### src/rtl/puf_ctrl_pkg.sv
// Shared types and constants for the arbiter-PUF evaluation controller.
// Latency: n/a (declarations only).
// Backpressure: n/a.
package puf_ctrl_pkg;

    // Controller sequencing states
    typedef enum logic [2:0] {
        IDLE   = 3'd0,
        CSET   = 3'd1,
        LAUNCH = 3'd2,
        SAMPLE = 3'd3,
        RELAX  = 3'd4,
        VOTE   = 3'd5,
        DONE   = 3'd6
    } state_t;

    // x^64 + x^63 + x^61 + x^60 + 1
    localparam logic [63:0] DEF_LFSR_TAPS = 64'hD800_0000_0000_0000;

    // Cycles from request accept edge to resp_valid rising
    function automatic int puf_latency(input int resp_bits, input int settle, input int rpt);
        return resp_bits * (settle + rpt * (2 * settle + 1) + 1) + 1;
    endfunction

endpackage

### src/rtl/puf_eval_ctrl_if.sv
// Host-side request/response bundle for the PUF evaluation controller.
// Latency: n/a (wires only); optional resp_unstable under PUF_STABILITY_FLAG_EN.
// Backpressure: valid/ready on both request and response channels.
interface puf_eval_ctrl_if #(
    parameter int N_STAGES  = 64,
    parameter int RESP_BITS = 8
);
    logic                 req_valid;
    logic                 req_ready;
    logic [N_STAGES-1:0]  req_seed;
    logic                 resp_valid;
    logic                 resp_ready;
    logic [RESP_BITS-1:0] resp_data;
`ifdef PUF_STABILITY_FLAG_EN
    logic [RESP_BITS-1:0] resp_unstable;

    modport master (output req_valid, req_seed, resp_ready,
                    input  req_ready, resp_valid, resp_data, resp_unstable);
    modport slave  (input  req_valid, req_seed, resp_ready,
                    output req_ready, resp_valid, resp_data, resp_unstable);
`else
    modport master (output req_valid, req_seed, resp_ready,
                    input  req_ready, resp_valid, resp_data);
    modport slave  (input  req_valid, req_seed, resp_ready,
                    output req_ready, resp_valid, resp_data);
`endif
endinterface

### src/rtl/puf_arb_sync.sv
// Two-flop synchronizer bringing the asynchronous arbiter decision into clk.
// Latency: 2 cycles.
// Backpressure: none.
module puf_arb_sync (
    input  logic clk,
    input  logic rst,
    input  logic d,
    output logic q
);
    logic meta;

    // Metastability filter; both stages clear to 0 on reset
    always_ff @(posedge clk or posedge rst) begin
        if (rst) begin
            meta <= 1'b0;
            q    <= 1'b0;
        end else begin
            meta <= d;
            q    <= meta;
        end
    end
endmodule

### src/rtl/puf_eval_ctrl.sv
// Arbiter-PUF sequencer: expands a seed into RESP_BITS LFSR challenges, races each REPEAT times, majority-votes.
// Latency: RESP_BITS*(SETTLE + REPEAT*(2*SETTLE+1) + 1) + 1 cycles from accept to resp_valid.
// Backpressure: req_ready low from accept until the response is taken; resp_data held while resp_ready is low.
// Optional feature macro: PUF_STABILITY_FLAG_EN adds host.resp_unstable (non-unanimous sample flags).
module puf_eval_ctrl
    import puf_ctrl_pkg::*;
#(
    parameter int                  N_STAGES  = 64,
    parameter int                  RESP_BITS = 8,
    parameter int                  REPEAT    = 5,
    parameter int                  SETTLE    = 8,
    parameter logic [N_STAGES-1:0] LFSR_TAPS = N_STAGES'(DEF_LFSR_TAPS)
) (
    input  logic                clk,
    input  logic                rst,
    puf_eval_ctrl_if.slave      host,
    output logic [N_STAGES-1:0] challenge,
    output logic                launch,
    input  logic                arb_out,
    output logic                busy
);
    // Refuse to build with parameters that break the vote or the settle timing
    if ((REPEAT % 2) == 0 || REPEAT < 1 || REPEAT > 15) begin : g_bad_repeat
        $error("puf_eval_ctrl: REPEAT must be odd and within 1..15");
    end
    if (SETTLE < 3) begin : g_bad_settle
        $error("puf_eval_ctrl: SETTLE must be at least 3 to cover the synchronizer");
    end
    if (RESP_BITS < 1 || RESP_BITS > 64) begin : g_bad_resp_bits
        $error("puf_eval_ctrl: RESP_BITS must be within 1..64");
    end

    localparam int CNT_W = $clog2(SETTLE + 1);
    localparam int REP_W = $clog2(REPEAT + 1);
    localparam int IDX_W = $clog2(RESP_BITS + 1);

    localparam logic [CNT_W-1:0] SETTLE_LAST = CNT_W'(SETTLE - 1);
    localparam logic [REP_W-1:0] REP_LAST    = REP_W'(REPEAT - 1);
    localparam logic [REP_W-1:0] REP_HALF    = REP_W'(REPEAT / 2);
    localparam logic [REP_W-1:0] REP_ALL     = REP_W'(REPEAT);
    localparam logic [IDX_W-1:0] IDX_LAST    = IDX_W'(RESP_BITS - 1);

    state_t               state;
    logic [CNT_W-1:0]     cnt;
    logic [REP_W-1:0]     rep;
    logic [REP_W-1:0]     ones;
    logic [IDX_W-1:0]     bit_idx;
    logic                 req_ready_q;
    logic                 resp_valid_q;
    logic [RESP_BITS-1:0] resp_data_q;
    logic                 arb_sync;
    logic                 vote_bit;
    logic [N_STAGES-1:0]  chal_next;

    puf_arb_sync u_sync (
        .clk (clk),
        .rst (rst),
        .d   (arb_out),
        .q   (arb_sync)
    );

    assign vote_bit  = (ones > REP_HALF);
    assign chal_next = {challenge[N_STAGES-2:0], ^(challenge & LFSR_TAPS)};

`ifdef PUF_STABILITY_FLAG_EN
    logic [RESP_BITS-1:0] unst_q;
    logic                 split_vote;

    assign split_vote = (ones != '0) && (ones != REP_ALL);

    // Per-bit instability flags, cleared on accept and held through DONE like resp_data
    always_ff @(posedge clk or posedge rst) begin
        if (rst) begin
            unst_q <= '0;
        end else if (state == IDLE && host.req_valid && req_ready_q) begin
            unst_q <= '0;
        end else if (state == VOTE) begin
            unst_q <= unst_q | (RESP_BITS'(split_vote) << bit_idx);
        end
    end

    assign host.resp_unstable = unst_q;
`endif

    // Main sequencer: one challenge per CSET, REPEAT launch/sample/relax rounds, then a vote
    always_ff @(posedge clk or posedge rst) begin
        if (rst) begin
            state        <= IDLE;
            challenge    <= '0;
            launch       <= 1'b0;
            busy         <= 1'b0;
            req_ready_q  <= 1'b1;
            resp_valid_q <= 1'b0;
            resp_data_q  <= '0;
            cnt          <= '0;
            rep          <= '0;
            ones         <= '0;
            bit_idx      <= '0;
        end else begin
            case (state)
                IDLE: begin
                    if (host.req_valid && req_ready_q) begin
                        // An all-zero seed would lock the LFSR, so substitute 1
                        challenge   <= (host.req_seed == '0) ? N_STAGES'(1) : host.req_seed;
                        req_ready_q <= 1'b0;
                        busy        <= 1'b1;
                        resp_data_q <= '0;
                        cnt         <= '0;
                        rep         <= '0;
                        ones        <= '0;
                        bit_idx     <= '0;
                        state       <= CSET;
                    end
                end
                CSET: begin
                    if (cnt == SETTLE_LAST) begin
                        cnt    <= '0;
                        launch <= 1'b1;
                        state  <= LAUNCH;
                    end else begin
                        cnt <= cnt + 1'b1;
                    end
                end
                LAUNCH: begin
                    if (cnt == SETTLE_LAST) begin
                        cnt   <= '0;
                        state <= SAMPLE;
                    end else begin
                        cnt <= cnt + 1'b1;
                    end
                end
                SAMPLE: begin
                    ones   <= ones + REP_W'(arb_sync);
                    launch <= 1'b0;
                    state  <= RELAX;
                end
                RELAX: begin
                    if (cnt == SETTLE_LAST) begin
                        cnt <= '0;
                        if (rep == REP_LAST) begin
                            rep   <= '0;
                            state <= VOTE;
                        end else begin
                            rep    <= rep + 1'b1;
                            launch <= 1'b1;
                            state  <= LAUNCH;
                        end
                    end else begin
                        cnt <= cnt + 1'b1;
                    end
                end
                VOTE: begin
                    resp_data_q <= resp_data_q | (RESP_BITS'(vote_bit) << bit_idx);
                    ones        <= '0;
                    if (bit_idx == IDX_LAST) begin
                        state <= DONE;
                    end else begin
                        bit_idx   <= bit_idx + 1'b1;
                        challenge <= chal_next;
                        state     <= CSET;
                    end
                end
                DONE: begin
                    // First DONE cycle raises valid; afterwards wait for the host to take it
                    if (!resp_valid_q) begin
                        resp_valid_q <= 1'b1;
                    end else if (host.resp_ready) begin
                        resp_valid_q <= 1'b0;
                        req_ready_q  <= 1'b1;
                        busy         <= 1'b0;
                        state        <= IDLE;
                    end
                end
                default: begin
                    state <= IDLE;
                end
            endcase
        end
    end

    assign host.req_ready  = req_ready_q;
    assign host.resp_valid = resp_valid_q;
    assign host.resp_data  = resp_data_q;

endmodule

### src/flat_wrapper.sv
// flat-port wrapper written by rule: the top's interface ports become plain ports
module puf_eval_ctrl_flat import puf_ctrl_pkg::*;
#(
    parameter int                  N_STAGES  = 64,
    parameter int                  RESP_BITS = 8,
    parameter int                  REPEAT    = 5,
    parameter int                  SETTLE    = 8,
    parameter logic [N_STAGES-1:0] LFSR_TAPS = N_STAGES'(DEF_LFSR_TAPS)
)
  (clk, rst, challenge, launch, arb_out, busy, host_req_valid, host_req_seed, host_resp_ready, host_req_ready, host_resp_valid, host_resp_data);
  puf_eval_ctrl_if #(.N_STAGES(N_STAGES), .RESP_BITS(RESP_BITS)) host_i ();
  input  logic clk;
  input  logic rst;
  output logic [N_STAGES-1:0] challenge;
  output logic launch;
  input  logic arb_out;
  output logic busy;
  input wire logic [$bits(host_i.req_valid)-1:0] host_req_valid;
  input wire logic [$bits(host_i.req_seed)-1:0] host_req_seed;
  input wire logic [$bits(host_i.resp_ready)-1:0] host_resp_ready;
  output wire logic [$bits(host_i.req_ready)-1:0] host_req_ready;
  output wire logic [$bits(host_i.resp_valid)-1:0] host_resp_valid;
  output wire logic [$bits(host_i.resp_data)-1:0] host_resp_data;
  assign host_i.req_valid = host_req_valid;
  assign host_i.req_seed = host_req_seed;
  assign host_i.resp_ready = host_resp_ready;
  assign host_req_ready = host_i.req_ready;
  assign host_resp_valid = host_i.resp_valid;
  assign host_resp_data = host_i.resp_data;
  puf_eval_ctrl #(.N_STAGES(N_STAGES), .RESP_BITS(RESP_BITS), .REPEAT(REPEAT), .SETTLE(SETTLE), .LFSR_TAPS(LFSR_TAPS)) u_core (.clk(clk), .rst(rst), .host(host_i), .challenge(challenge), .launch(launch), .arb_out(arb_out), .busy(busy));
endmodule
### config.mk
export PLATFORM = sky130hd
export DESIGN_NAME = puf_eval_ctrl_flat
export DESIGN_NICKNAME = d
export VERILOG_FILES = /design/src/rtl/puf_ctrl_pkg.sv /design/src/rtl/puf_eval_ctrl_if.sv /design/src/rtl/puf_arb_sync.sv /design/src/rtl/puf_eval_ctrl.sv /design/src/flat_wrapper.sv
export SDC_FILE = /design/constraint.sdc
export NUM_CORES = 1
export LEC_CHECK = 0
export ABC_AREA = 1
export BUFFER_PORTS_ARGS = -buffer_cell sky130_fd_sc_hd__buf_2
export CAP_MARGIN = 20
export CORE_UTILIZATION = 51
export CTS_CLUSTER_DIAMETER = 30
export CTS_CLUSTER_SIZE = 30
export DETAILED_ROUTE_END_ITERATION = 10
export PLACE_DENSITY = 0.89
export SYNTH_ARGS = -nofsm -noshare
export SYNTH_HDL_FRONTEND = slang
export SYNTH_SLANG_ARGS = --single-unit
export TNS_END_PERCENT = 100
### constraint.sdc
create_clock -name clk -period 3.2 [get_ports clk]
set_input_delay 0.16 -clock clk [delete_from_list [all_inputs] [get_ports clk]]
set_output_delay 0.16 -clock clk [all_outputs]
set_load 0.02 [all_outputs]
==> results of run 1 <==
[Yosys cell counts (all sizes together)]
library cell	count
xor2	1
o21a	1
o21ai	32
nand3	24
a21oi	7
ha	6
nand2	186
dfstp	1
inv	33
xnor2	1
or2	1
a21boi	1
o31ai	1
nand2b	1
nand4	4
nor2	116
o32ai	1
a31oi	60
nor3	2
clkbuf	8
dfrtp	94
buf	21
[how the worst max path moves through the flow]
stage,end,cells past startpoint
after floorplan,u_core.bit_idx[0]$_DFFE_PP0P_,1
after global placement,u_core.challenge[25]$_DFFE_PP0P_,8
after detailed placement,u_core.challenge[33]$_DFFE_PP0P_,8
after CTS,u_core.challenge[29]$_DFFE_PP0P_,8
after global routing,u_core.challenge[25]$_DFFE_PP0P_,8
final,u_core.challenge[34]$_DFFE_PP0P_,8
[repair_timing]
action                                 4_1_cts  5_1_grt
hold buffers                                 2        0
setup endpoints to repair                    0        0
setup buffers                                0        0
endpoints found under the hold margin       31        0
[per-layer routing]
layer  GRT usage  part of all wire
met5           0                 0
met4     0.06527            0.0088
met3     0.03022             0.067
met2      0.3999              0.49
met1      0.3274              0.43
[sequential cells by signal, indices dropped and copies added, names as in the netlist, 3 cells and up]
| register | flops |
|---|---|
| u_core.state | 3 |
| u_core.cnt | 4 |
| u_core.ones | 3 |
| u_core.bit_idx | 4 |
| u_core.host.resp_data | 8 |
| u_core.challenge | 64 |
| u_core.rep | 3 |
[logic make-up (layout without fill, tap and decap cells)]
family / count (synthesis) / count (layout)
adders and majority gates: 6 / 6
buffers and inverters: 62 / 201
DFF: 95 / 95
xor gates and xnor gates: 2 / 2
and+or+nand+nor: 334 / 334
AOI/OAI and AO/OA: 103 / 103
[where the power goes]
part	internal [mW]	switching, mW	leakage (nW)	total, mW
sequential	1.72	0.433	1.08	2.15
clock	0.410	0.426	0.106	0.836
combinational	0.836	1.60	1.54	2.43
total	2.96	2.45	2.72	5.42
[area by class of cell]
type	instances	area [µm²]
Sequential cell	95	2379
Tap cell	108	135.1
Inverter	33	125.1
Multi-Input combinational cell	445	2017
Clock inverter	5	63.81
Timing Repair Buffer	152	798.3
Fill cell	772	3137
Clock buffer	11	151.4
[through the flow]
| stage | std cells | setup WS, ns | area [µm²] |
|---|---|---|---|
| 3_3_place_gp | 831 | 1.105 | 5434 |
| 4_1_cts | 849 | 1.000 | 5669 |
| 5_1_grt | 849 | 0.7417 | 5669 |
| 2_1_floorplan | 602 | 0.5646 | 4669 |
| 3_5_place_dp | 831 | 0.9966 | 5434 |
| 6_report | 849 | 0.9954 | 5669 |
[layout by cell type, fill, tap and decap left out, types with 2 or more instances in the layout]
master and instances:
a21oi_1 6, clkinv_4 2, buf_4 5, dfrtp_1 94, nand2_1 185, nand3_2 2
o21ai_0 31, inv_1 29, nor2_1 116, dlygate4sd3_1 2, ha_1 6, nand4_1 4
inv_2 3, nand3_1 22, clkbuf_8 11, nor3_1 2, a31oi_1 60, buf_2 144
[worst min-delay path, delay by kind of cell]
family,cells,cell delay (ns)
buffers and inverters,1,0.10
AOI/OAI and AO/OA,1,0.07
and+or+nand+nor,1,0.05
==> out/metrics.cfg, run 1 <==
[clocking]
cts_buffers = 9
clk_pin_slew_ns = 0.10
cts_root_buf = clkbuf_8
clkLatencyLatePin_ns = 0.35
cts.sink_count = 95
post_cts_resized = 0
clockBufferDepth = 2
cts_tree = done
htreeDepth = 3

[critical_path]
reg2reg_slack_ns = 1.0
path_delay_family = simple AND/OR/NAND/NOR gates
start_kind = register
crit_buf_inv = 2
worstSetupStartpoint = u_core.state[0]$_DFFE_PP0P_
slowest_stage = nand2_4
end_kind = register
criticalPathCategory = reg -> reg
r2r-start = u_core.state[0]$_DFFE_PP0P_
cp_data_arrival_time_ns = 2.48
required_ns = 3.47
critPathMaxFanout = 56
cpPeakStageDelay_ns = 0.53
path_cells = nor2_1 -> nand2_1 -> inv_2 -> nand3_2 -> nand2_4 -> buf_4 -> nor2_1 -> a31oi_1
reg2reg_depth = 8
r2r_end = u_core.challenge[34]$_DFFE_PP0P_
path_common_cell = nor2_1

[yosys]
syn_avg_cell_area_um2 = 7.757
synthMuxAreaShare = 0
ys_warn_count = 0
synth_xor_area_frac = 0.003751
synthAdderAreaFrac = 0.01608
synth.yosys.seq_area_share = 0.5094
yosys.area_share.simple = 0.2814
synthesis.area_um2 = 4669
yosysTopAreaCell = dfrtp_1
postSynthCellCount = 602
synth_compound_gate_area_share = 0.1297
ys_types = 30
synth_top_family_by_area = simple AND/OR/NAND/NOR gates
synth.ff_latch_count = 95
synth_top_area_share = 0.5038
ys_top_cells_by_area = dfrtp_1, nand2_1, nor2_1
synth_nets = 677

[grt]
gr-total-overflow = 0
globalRouteTotalUtil = 0.2385
grt_antenna_before_repair = 0
grt_pass1_vias = 4194
grt_first_pass_wirelength_um = 18640
grt_max_degree = 69

[placement]
dp_hpwl_um = 8235
gp_congestion = 0.8806
portBuffers = 144

[floorplan]
die_h_um = 97.69
coreArea_um2 = 8806
start_util = 0.5303
fp-row-count = 34
die_w_um = 97.69
die_area_um2 = 9542
pin_count = 145

[sta]
maxSlewViolCount = 0
fin_setup_tns_ns = 0
layout_min_cycle_time_ns = 2.205
finClkSkew_ns = 0.01685
rsz0062_at_grt = false
finalCritPeriodShare = 0.6890
relSlewSlack = 0.5493
holdWs_ns = 0.05628
setup_viol = 0
worst_pin_slew_ns = 0.6760
hold_violations = 0
clock.fmax_mhz = 453.6

[pwr]
peakVddDrop_mv = 0.4155
powerDensity_nw_per_um2 = 955.8
power_leakage_nw = 2.724
power_mw = 5.419

[run]
cap_violations = 0

[routing]
postRouteAntennaNets = 0
drc = 16
wl_per_cell_um = 13.26
dr.first_iter.drc_count = 348
routed_wirelength_um = 11260
drtPass1Iterations = 8
vias_per_cell = 5.448
num_vias = 4625

[final_layout]
fin_util = 0.6438
antenna_cells = 0
drive_gt1_frac = 0.2375
area_delta_synth_final_pct = 21.41
nets = 811

[min_path]
hp-class = in -> reg
min-delay-start = host_req_seed[35]
worstHoldPathCells = 3
whs_endpoint = u_core.challenge[35]$_DFFE_PP0P_

[status]
violations = design-rule violations
run_status = complete, but fails checks

(Power assumes the default switching activity.)
==> run 2, diff against run 1 <==
Settings changed: ABC_AREA 1 to 0, CORE_UTILIZATION 51 to 47, PLACE_DENSITY 0.89 to 0.86.
Clock period 3.2 ns to 1.81 ns, I/O delays scaled along.
==> out/metrics.cfg, run 2 <==
[pwr]
power_leakage_nw = 3.132
powerDensity_nw_per_um2 = 1523
power_mw = 8.969
peakVddDrop_mv = 0.8822

[critical_path]
path_delay_family = compound AO/OA/AOI/OAI gates
cp_data_arrival_time_ns = 1.92
critPathMaxFanout = 5
cpPeakStageDelay_ns = 0.43
end_kind = register
slowest_stage = dfrtp_1
worstSetupStartpoint = u_core.cnt[0]$_DFFE_PP0P_
required_ns = 2.06
crit_buf_inv = 0
r2r-start = u_core.cnt[0]$_DFFE_PP0P_
criticalPathCategory = reg -> reg
path_cells = ha_1 -> and3b_1 -> a2111o_1 -> a21oi_1 -> o22ai_1
start_kind = register

[sta]
clock.fmax_mhz = 599.5
worst_pin_slew_ns = 0.5969
hold_violations = 0
rsz0062_at_grt = false
layout_min_cycle_time_ns = 1.668
maxSlewViolCount = 0
setup_viol = 0
finClkSkew_ns = 0.01025
holdWs_ns = 0.02229
relSlewSlack = 0.5984
finalCritPeriodShare = 0.9215

[routing]
vias_per_cell = 5.550
postRouteAntennaNets = 0
drc = 0
drtPass1Iterations = 4
dr.first_iter.drc_count = 201
wl_per_cell_um = 16.44
num_vias = 4157
routed_wirelength_um = 12310

[yosys]
synth.yosys.seq_area_share = 0.5021
synth_compound_gate_area_share = 0.1500
synth_nets = 543
postSynthCellCount = 468
ys.flop_type = dfrtp_1
syn_avg_cell_area_um2 = 10.12
synth.ff_latch_count = 95
async_flop_share = 1.000
synth_top_family_by_area = compound AO/OA/AOI/OAI gates
synth.cells.most_frequent = dfrtp_1, nand2_1, o21ai_0
ys_types = 55
synth_top_area_share = 0.4966
yosysTopAreaCell = dfrtp_1
synth_edf_count = 0
yosys.area_share.simple = 0.1463
synth_xor_area_frac = 0.007396
synthAdderAreaFrac = 0.01585
synthesis.area_um2 = 4737
ys_warn_count = 0
synthMuxAreaShare = 0.1376
ys_top_cells_by_area = dfrtp_1, mux2i_1, o21ai_0
synth_most_common_cell = dfrtp_1

[clocking]
cts.sink_count = 95
cts_root_buf = clkbuf_8
clockBufferDepth = 2
cts_tree = done
clk_pin_slew_ns = 0.10
cts_buffers = 9
htreeDepth = 3
clkLatencyLatePin_ns = 0.37

[final_layout]
final_common_cell = buf_2
fin_cells = 749
mostFrequentLayoutCells = buf_2, dfrtp_1, nand2_1, o21ai_0, mux2i_1
drive_gt1_frac = 0.3068
regMostFlops = u_core.challenge
nets = 686
largest_register_ffs = 64
area_delta_synth_final_pct = 24.33
antenna_cells = 0

[run]
cap_violations = 0

[min_path]
hp-class = in -> reg
min-delay-start = host_req_seed[38]

[floorplan]
coreArea_um2 = 9774
fp-row-count = 36
die_h_um = 102.4
die_area_um2 = 10480
die_w_um = 102.4
pin_count = 145
start_util = 0.4846

[grt]
grt_max_degree = 77
grt_use_met2 = 0.4161
grt_pass1_vias = 4004
gr-total-overflow = 0
met3_usage = 0.06156
grt_antenna_before_repair = 0
grt.busiest_layer = met2
grt_first_pass_wirelength_um = 19810
met1_usage = 0.3100
globalRouteTotalUtil = 0.2474

[placement]
place_inst = 731
portBuffers = 144
gp_congestion = 0.9000
dp_hpwl_um = 9199

[status]
run_status = complete, no violations

run 2: changes by cell type after synthesis, sizes merged, moves of 22 or more:
| cell | change |
|---|---|
| inv | -29 |
| nand2 | -108 |
| o21ai | +38 |
| nor2 | -101 |
| a31oi | -59 |
| nand3 | -22 |
| mux2i | +64 |
run 2: cell type report:
cell class,instances,area [µm²]
Multi-Input combinational cell,336,2177
Clock inverter,5,38.79
Clock buffer,11,151.4
Timing Repair Buffer,165,958.4
Sequential cell,95,2379
Inverter,4,18.77
Tap cell,133,166.4
Fill cell,846,3885
run 2: kinds of logic (layout without fill, tap and decap cells):
| logic type | count (synthesis) | after routing |
|---|---|---|
| multiplexers | 65 | 65 |
| AO/OA/AOI/OAI | 116 | 116 |
| AND/OR/NAND/NOR | 145 | 145 |
| buffers and inverters | 37 | 185 |
| adder cells (fa/ha/maj) | 6 | 6 |
| XOR/XNOR | 4 | 4 |
| flip-flops | 95 | 95 |
run 2: path summary, 6_finish.rpt:
check / endpoint / slack, ns / cells after the start
max: u_core.state[0]$_DFFE_PP0P_ / 0.14 / 5
min: u_core.challenge[38]$_DFFE_PP0P_ / 0.02 / 3
min reg2reg: u_core.u_sync.q$_DFF_PP0_ / 0.36 / 0
min in group asynchronous: u_core.host.resp_data[2]$_DFFE_PP0P_ / 0.29 / 3
max reg2reg: u_core.state[0]$_DFFE_PP0P_ / 0.14 / 5
max in group asynchronous: u_core.challenge[36]$_DFFE_PP0P_ / 0.97 / 4
run 2: worst register-to-register path: cells and delay by family (launching register included):
family,cells,cell delay [ns]
AOI/OAI and AO/OA,3,0.66
adders and majority gates,1,0.26
and+or+nand+nor,1,0.21
DFF,1,0.43
run 2: where the power goes:
group          total, mW  switching [mW]  internal [mW]
combinational       3.93            2.40           1.53
clock               1.37           0.784          0.586
sequential          3.67           0.724           2.95
run 2: per-layer routing:
metal | up-vias | wire length (µm)
li1 | 1966 | -
met1 | 2024 | 5101
met2 | 146 | 6125
met3 | 21 | 845
met4 | 0 | 240
met5 | - | 0
run 2: repair_timing:
action                                 CTS  global route
hold buffers                             2             0
resized for setup                        0             0
endpoints found under the hold margin   17             0
buffers inserted                         0             0
run 2: through the flow:
stage | utilization | setup slack, ns | cell area, µm² | setup TNS [ns]
finish | 0.6025 | 0.1421 | 5889 | 0
global route | 0.6025 | 0.01409 | 5889 | 0
CTS | 0.6025 | 0.1398 | 5889 | 0
detailed placement | 0.5810 | -0.09470 | 5679 | -0.09470
global placement | 0.5810 | -0.08082 | 5679 | -0.08082
floorplan | - | 0.1171 | 4741 | 0
==> run 3, diff against run 2 <==
Settings changed: RECOVER_POWER set to 100.
==> out/metrics.cfg, run 3 (synthesis results as in run 2) <==
[final_layout]
drive_gt1_frac = 0.1818
register_area_um2 = 2379
fin_cells = 749
multi_input_area_um2 = 2177
mostFrequentLayoutCells = dfrtp_1, nand2_1, clkbuf_1, o21ai_0, buf_2
final_common_cell = dfrtp_1
regMostFlops = u_core.challenge
n_fill_cell = 884
nets = 686
fin_area_um2 = 5753
area_delta_synth_final_pct = 21.45
antenna_cells = 0
largest_register_ffs = 64
fin_util = 0.5886

[floorplan]
pin_count = 145
start_util = 0.4846
coreArea_um2 = 9774
die_w_um = 102.4
die_h_um = 102.4
die_area_um2 = 10480
fp-row-count = 36

[critical_path]
start_kind = register
cpPeakStageDelay_ns = 0.35
end_kind = register
path_cells = clkbuf_2 -> and3b_1 -> buf_6 -> mux2i_1 -> o21ai_0
required_ns = 2.06
reg2reg_slack_ns = 0.12
critPathMaxFanout = 19
slowest_stage = dfrtp_1
cp_data_arrival_time_ns = 1.94
criticalPathCategory = reg -> reg

[clocking]
htreeDepth = 3
cts_root_buf = clkbuf_8
clkLatencyLatePin_ns = 0.37
cts_buffers = 9
cts.sink_count = 95
clk_pin_slew_ns = 0.10
clockBufferDepth = 2
post_cts_resized = 0
cts_tree = done

[pwr]
pwr-share-clk = 0.156
internal_power_mw = 4.851
p_comb_frac = 0.423
sw_frac_of_total = 0.4474
powerDensity_nw_per_um2 = 1526
p_switching_mw = 3.927
peakVddDrop_mv = 0.8404
seqPwrFrac = 0.421
power_leakage_nw = 2.858

[routing]
postRouteAntennaNets = 0
routed_wirelength_um = 12380
drc = 0
vias_per_cell = 5.566
wl_per_cell_um = 16.53
num_vias = 4169
dr.first_iter.drc_count = 175
drtPass1Iterations = 4

[min_path]
hp-class = in -> reg

[status]
run_status = complete, no violations

[grt]
globalRouteTotalUtil = 0.2474
grt_first_pass_wirelength_um = 19810
grt_pass1_vias = 4004
grt_antenna_before_repair = 0
gr-total-overflow = 0
grt_max_degree = 77

[placement]
dp_hpwl_um = 9199
gp_congestion = 0.9000
placed_area_um2 = 5679
portBuffers = 144
place_inst = 731

[sta]
worst_pin_slew_ns = 0.8333
layout_min_cycle_time_ns = 1.685
finClkSkew_ns = 0.01053
setup_viol = 0
relSlewSlack = 0.4414
maxSlewViolCount = 0
hold_violations = 0
clock.fmax_mhz = 593.4
finalCritPeriodShare = 0.9310
rsz0062_at_grt = false

[run]
cap_violations = 0

run 3: changes by cell type in the layout (fill, tap and decap cells not counted):
cell	before	now
dfstp_1	0	1
buf_2	144	68
buf_6	0	1
buf_4	13	11
clkbuf_4	0	2
dfstp_2	1	0
clkinvlp_4	2	1
clkbuf_1	0	76
buf_12	6	3
clkbuf_2	0	2
o21ai_0	67	68
clkinvlp_2	0	1
o21ai_1	3	2
run 3: layout make-up:
cell class	instances	area share
timing repair buffer	165	0.1433
sequential	95	0.4134
multi-input combinational	336	0.3784
clock inverter	5	0.006742
inverter	4	0.002827
tap	133	0.02893
clock buffer	11	0.02632
run 3: worst max-delay path, delay by kind of cell (launching register included):
family	cells	cell delay, ns
compound gates	1	0.09
buf+inv	2	0.59
flops	1	0.35
mux	1	0.24
simple gates	1	0.30
run 3: per-stage QoR:
stage          setup WS [ns]  total power, mW  hold slack (ns)  TNS [ns]
6_report              0.1248            8.779          0.02174         0
5_1_grt              0.01380            9.380          0.03112         0
4_1_cts               0.1398            9.008          0.01012         0
3_5_place_dp        -0.09470            7.626           0.1413  -0.09470
3_3_place_gp        -0.08082            7.437           0.1342  -0.08082
2_1_floorplan         0.1171            6.169           0.1219         0
run 3: path summary, 6_finish.rpt:
kind,startpoint,end,cells past startpoint
min in group asynchronous,rst,u_core.host.resp_data[2]$_DFFE_PP0P_,3
setup / recovery,u_core.state[0]$_DFFE_PP0P_,u_core.challenge[5]$_DFFE_PP0P_,5
hold / removal,host_req_seed[45],u_core.challenge[45]$_DFFE_PP0P_,3
setup reg to reg,u_core.state[0]$_DFFE_PP0P_,u_core.challenge[5]$_DFFE_PP0P_,5
hold reg to reg,u_core.u_sync.meta$_DFF_PP0_,u_core.u_sync.q$_DFF_PP0_,0
max in group asynchronous,rst,u_core.challenge[36]$_DFFE_PP0P_,4
run 3: layer usage:
metal / vias up / wire length, µm / global-route usage
met3: 17 / 869 / 0.06156
met1: 2028 / 5140 / 0.3100
met2: 157 / 6146 / 0.4161
met4: 0 / 223 / 0.08791
li1: 1967 / - / -
met5: - / 0 / 0
run 3: power groups by stage:
stage	clock, mW	sequential, mW	combinational, mW
after floorplan	0	4.40	1.76
after global placement	0	3.63	3.81
after detailed placement	0	3.68	3.95
after CTS	1.40	3.66	3.95
after global routing	1.47	3.80	4.11
final	1.37	3.69	3.72
run 3: timing repair:
action                    4_1_cts  5_1_grt
hold buffers                    2        0
buffers inserted                0        0
hold endpoints to repair       17        0
